===== src/rtl/shift_issue_buf.sv =====
// Two-entry in-order issue buffer (main + skid) between decode and the shifter.
// Handshake outputs decode from the state register alone, so no ready/valid path is combinational.
module shift_issue_buf #(
    parameter int XLEN = 32,
    parameter int RD_W = 5
) (
    input  logic            clk,
    input  logic            rst,
    input  logic            in_valid,
    output logic            in_ready,
    input  logic [XLEN-1:0] in_in1,
    input  logic [XLEN-1:0] in_in2,
    input  logic [1:0]      in_sel,
    input  logic [RD_W-1:0] in_rd,
    input  logic            flush,
    output logic            out_valid,
    input  logic            out_ready,
    output logic [XLEN-1:0] out_in1,
    output logic [XLEN-1:0] out_in2,
    output logic [1:0]      out_sel,
    output logic [RD_W-1:0] out_rd
);

    localparam int PW = 2*XLEN + 2 + RD_W;

    typedef enum logic [1:0] {
        EMPTY = 2'd0,
        HALF  = 2'd1,
        FULL  = 2'd2
    } state_t;

    state_t        state_reg, state_next;
    logic [PW-1:0] main_reg, main_next;
    logic [PW-1:0] skid_reg, skid_next;
    logic [PW-1:0] in_payload;
    logic          accept;
    logic          drain;

    assign in_ready   = (state_reg != FULL);
    assign out_valid  = (state_reg != EMPTY);
    assign accept     = in_valid & in_ready;
    assign drain      = out_valid & out_ready;
    assign in_payload = {in_in1, in_in2, in_sel, in_rd};
    assign {out_in1, out_in2, out_sel, out_rd} = main_reg;

    always_comb begin
        state_next = state_reg;
        main_next  = main_reg;
        skid_next  = skid_reg;
        if (flush) begin
            // Payload is left untouched; with no valid entry it is don't-care.
            state_next = EMPTY;
        end else begin
            case (state_reg)
                EMPTY: begin
                    if (accept) begin
                        main_next  = in_payload;
                        state_next = HALF;
                    end
                end
                HALF: begin
                    if (accept && drain) begin
                        main_next = in_payload;
                    end else if (accept) begin
                        skid_next  = in_payload;
                        state_next = FULL;
                    end else if (drain) begin
                        state_next = EMPTY;
                    end
                end
                FULL: begin
                    if (drain) begin
                        main_next  = skid_reg;
                        state_next = HALF;
                    end
                end
                default: state_next = EMPTY;
            endcase
        end
    end

    always_ff @(posedge clk) begin
        if (rst) begin
            state_reg <= EMPTY;
            main_reg  <= '0;
            skid_reg  <= '0;
        end else begin
            state_reg <= state_next;
            main_reg  <= main_next;
            skid_reg  <= skid_next;
        end
    end

endmodule


===== config.mk =====
export PLATFORM = sky130hd
export DESIGN_NAME = shift_issue_buf
export DESIGN_NICKNAME = d
export VERILOG_FILES = /design/src/rtl/shift_issue_buf.sv
export SDC_FILE = /design/constraint.sdc
export NUM_CORES = 1
export LEC_CHECK = 0
export CORE_MARGIN = 4
export CORE_UTILIZATION = 30
export DETAILED_ROUTE_END_ITERATION = 10
export DONT_BUFFER_PORTS = 1
export PLACE_DENSITY = 0.55
export SETUP_SLACK_MARGIN = 0.2
export SYNTH_ARGS = -nofsm -noshare
export SYNTH_HDL_FRONTEND = slang
export SYNTH_SLANG_ARGS = --single-unit

===== constraint.sdc =====
create_clock -name clk -period 1.6 [get_ports clk]
set_input_delay 0.48 -clock clk [delete_from_list [all_inputs] [get_ports clk]]
set_output_delay 0.48 -clock clk [all_outputs]
set_load 0.01 [all_outputs]

==> metrics.md <==
| Metric | Value |
|---|---|
| Routability cong. | 0.7085 |
| Peak supply drop | 560.0 uV |
| Die height | 161.4 microns |
| Clock latency on the worst-skew pair | 0.42 ns |
| Critical Path Start Type | flop |
| Slew @ Worst Pin | 0.3510 ns |
| Port Buffers | 0 |
| Chip width | 161.4 microns |
| DR vias | 5431 |
| Main synth FF type | dfxtp_1 |
| Fin crit share | 101.6% |
| Slew HR | 76.60% |
| Seq/Total Area, Yosys | 40.85% |
| Drt wl/cell | 19.69 microns |
| TritonCTS Buffers | 17 |
| Worst Hold Class | input port to flop |
| Failing checks | setup timing |
| Grt total ovfl | 0 |
| Static Leak | 0.004145 uW |
| 1st-iter DRT viols | 349 |
| Number of flops mapped to enable cells by yosys | 0 |
| Drt pass-1 iters | 4 |
| Initial antenna violation count | 0 |
| Final setup vio count | 13 |
| Mapped Area | 7057 sq um |
| Endpoint class of the critical path | flop |
| Design Area, Final | 9791 sq um |
| CTS Root Cell | clkbuf_16 |
| Worst R2R End | main_reg[53] |
| NumNets Final | 819 |
| Crit Path Max Fanout | 7 |
| Maxcap violations | 0 |
| R2R setup slack | -0.03 ns |
| Largest cells by area after synthesis | dfxtp_1 (41%), o41ai_2 (16%), mux2i_1 (10%) |
| Post-synthesis instance total | 735 |
| Slowest stage delay, CP | 0.34 ns |
| PnR Total Power | 8922 uW |
| Hold violation count in the final report | 0 |
| Min-Delay Path Depth | 1 |
| Share of cells above drive strength 1 | 43.58% |
| CP top delay family | buffers and inverters |
| Clock sinks | 144 |
| Critical-path cell list | buf_6 -> and2b_2 -> a21oi_4 -> buf_6 -> clkbuf_16 -> buf_16 -> o41ai_2 |
| Share of flip-flops with an asynchronous set or reset | 0% |
| Post-placement cell area | 7254 sq um |
| Vias per std cell | 5.085 |
| Worst Setup Slack, final | -0.02511 ns |
| Worst-path clk slew | 0.06 ns |
| Power per standard cell area | 911.3 nW/um^2 |
| Clk buf depth | 2 |
| CP max stage cell | o41ai_2 |
| Critical path launch point | state_reg[1] |
| Mapped Avg Cell Area | 9.601 sq um |
| Worst Setup EP | main_reg[53] |
| Initial Util | 30.79% |
| CTS tree | done |
| CP Class | flop to flop |
| # rows | 55 |
| H-Tree Depth | 4 |
| I/O pin total | 149 |
| DRT antenna net count | 0 |
| Via count of the first global-routing pass | 5093 |
| CP Depth | 7 |
| DRC | 0 |
| Top cell by count, worst path | buf_6 |
| Area growth from synthesis to layout | 38.74% |
| Outcome | finished with violations |
| Cell count of the worst reg-to-reg path | 7 |
| Reg-to-reg startpoint | state_reg[1] |
| Number of synthesized register bits | 144 |
| Placed wire-length estimate | 10.31 mm |
| Critical Path RT | 1.92 ns |
| YS warnings | 0 |
| Yosys cell types | 25 |
| First-pass GRT wire length | 30.56 mm |
| DIE AREA | 26040 sq um |
| Max Slew Vio Count | 0 |
| GRT Total Usage | 14.81% |
| Area of the core | 22920 sq um |
| Place WS | -0.06356 ns |
| Worst EP arrival | 1.94 ns |
| RSZ-0062 raised after global routing | true |
| Clock period minus worst slack | 1.625 ns |
| Maximum operating frequency | 615.3 MHz |
| Worst Skew | 0.01192 ns |
| Routed WL | 21.03 mm |
| Worst path bufs/invs | 4 |
| # hold bufs at CTS | 0 |
| Synth area leader | dfxtp_1 |
| Antenna Cells | 0 |
| Net Count, Synth | 811 |
| Post-synth top area share | 40.85% |
| Top cell types by occurrence after synthesis | dfxtp_1 (144), nand2_1 (144), a21oi_1 (72) |
| Largest net degree at the start of global routing | 216 |
-- area by class of cell --
cell class	instances	area (sq um)
Clock buffer	23	498.0
Clock inverter	8	126.4
Multi-Input combinational cell	513	4586
Sequential cell	144	2888
Timing Repair Buffer	67	1301
Tap cell	313	391.6
Fill cell	2145	13130
-- cell families after synthesis --
family | Yosys count | share of synthesized area (%)
and+or+nand+nor | 224 | 15.04
buffers and inverters | 78 | 7.252
muxes | 71 | 10.07
AOI/OAI and AO/OA | 218 | 26.79
DFF | 144 | 40.85
-- power by group --
group          leakage, uW  internal [uW]  switching, uW
registers          0.00117           3700            122
clock network     0.000298           2660           1600
logic              0.00268            461            383
-- per-layer routing --
layer / wire length, microns / GRT usage, % / part of all wire, %
met1: 9399 / 19.18 / 45
met2: 10070 / 23.63 / 48
met3: 1289 / 5.052 / 6.1
met4: 269 / 4.033 / 1.3
met5: 0 / 0 / 0
-- per-stage QoR --
stage                     utilization, %  hold slack [ns]  instances  setup TNS [ns]
after global routing               42.72           0.1013       1068          -4.579
after detailed placement           31.66           0.4425        991          -1.088
final                              42.72           0.1216       1068         -0.1046
after floorplan                        -           0.4357        735               0
after global placement             31.66           0.4375        991         -0.2889
after CTS                          39.83           0.1014       1054       -0.008010
-- layout by cell type (no fill, tap or decap), types with 19 or more instances in the layout --
| cell | instances |
|---|---|
| clkbuf_16 | 24 |
| dfxtp_1 | 142 |
| nand2_1 | 75 |
| buf_12 | 19 |
| o21ai_2 | 29 |
| nand2_2 | 35 |
| nand2_4 | 34 |
| mux2i_1 | 70 |
| o21ai_1 | 26 |
| nor2b_1 | 71 |
| o41ai_2 | 59 |
| a21oi_2 | 37 |
| a21oi_1 | 35 |
-- worst min path at each step --
| stage | from | slack [ns] | endpoint |
|---|---|---|---|
| 5_1_grt | out_ready | 0.10 | state_reg[1] |
| 3_5_place_dp | skid_reg[3] | 0.44 | skid_reg[3] |
| 4_1_cts | out_ready | 0.10 | state_reg[1] |
| 2_1_floorplan | skid_reg[0] | 0.44 | skid_reg[0] |
| 3_3_place_gp | skid_reg[3] | 0.44 | skid_reg[3] |
| 6_report | out_ready | 0.12 | state_reg[1] |
-- worst register-to-register path: cells and delay by family, from the launching register on --
kind / cells / cell delay (ns)
compound gates: 2 / 0.42
buf+inv: 4 / 0.53
flops: 1 / 0.33
simple gates: 1 / 0.24
-- repair_timing --
action | CTS | global route
resized for setup | 179 | 83
endpoints found under the setup margin | 141 | 145
cloned | 14 | 8
setup buffers | 18 | 6
hold endpoints to repair | 0 | 0
pin swaps | 78 | 27
Note: power is estimated with default switching activity, not from simulation.
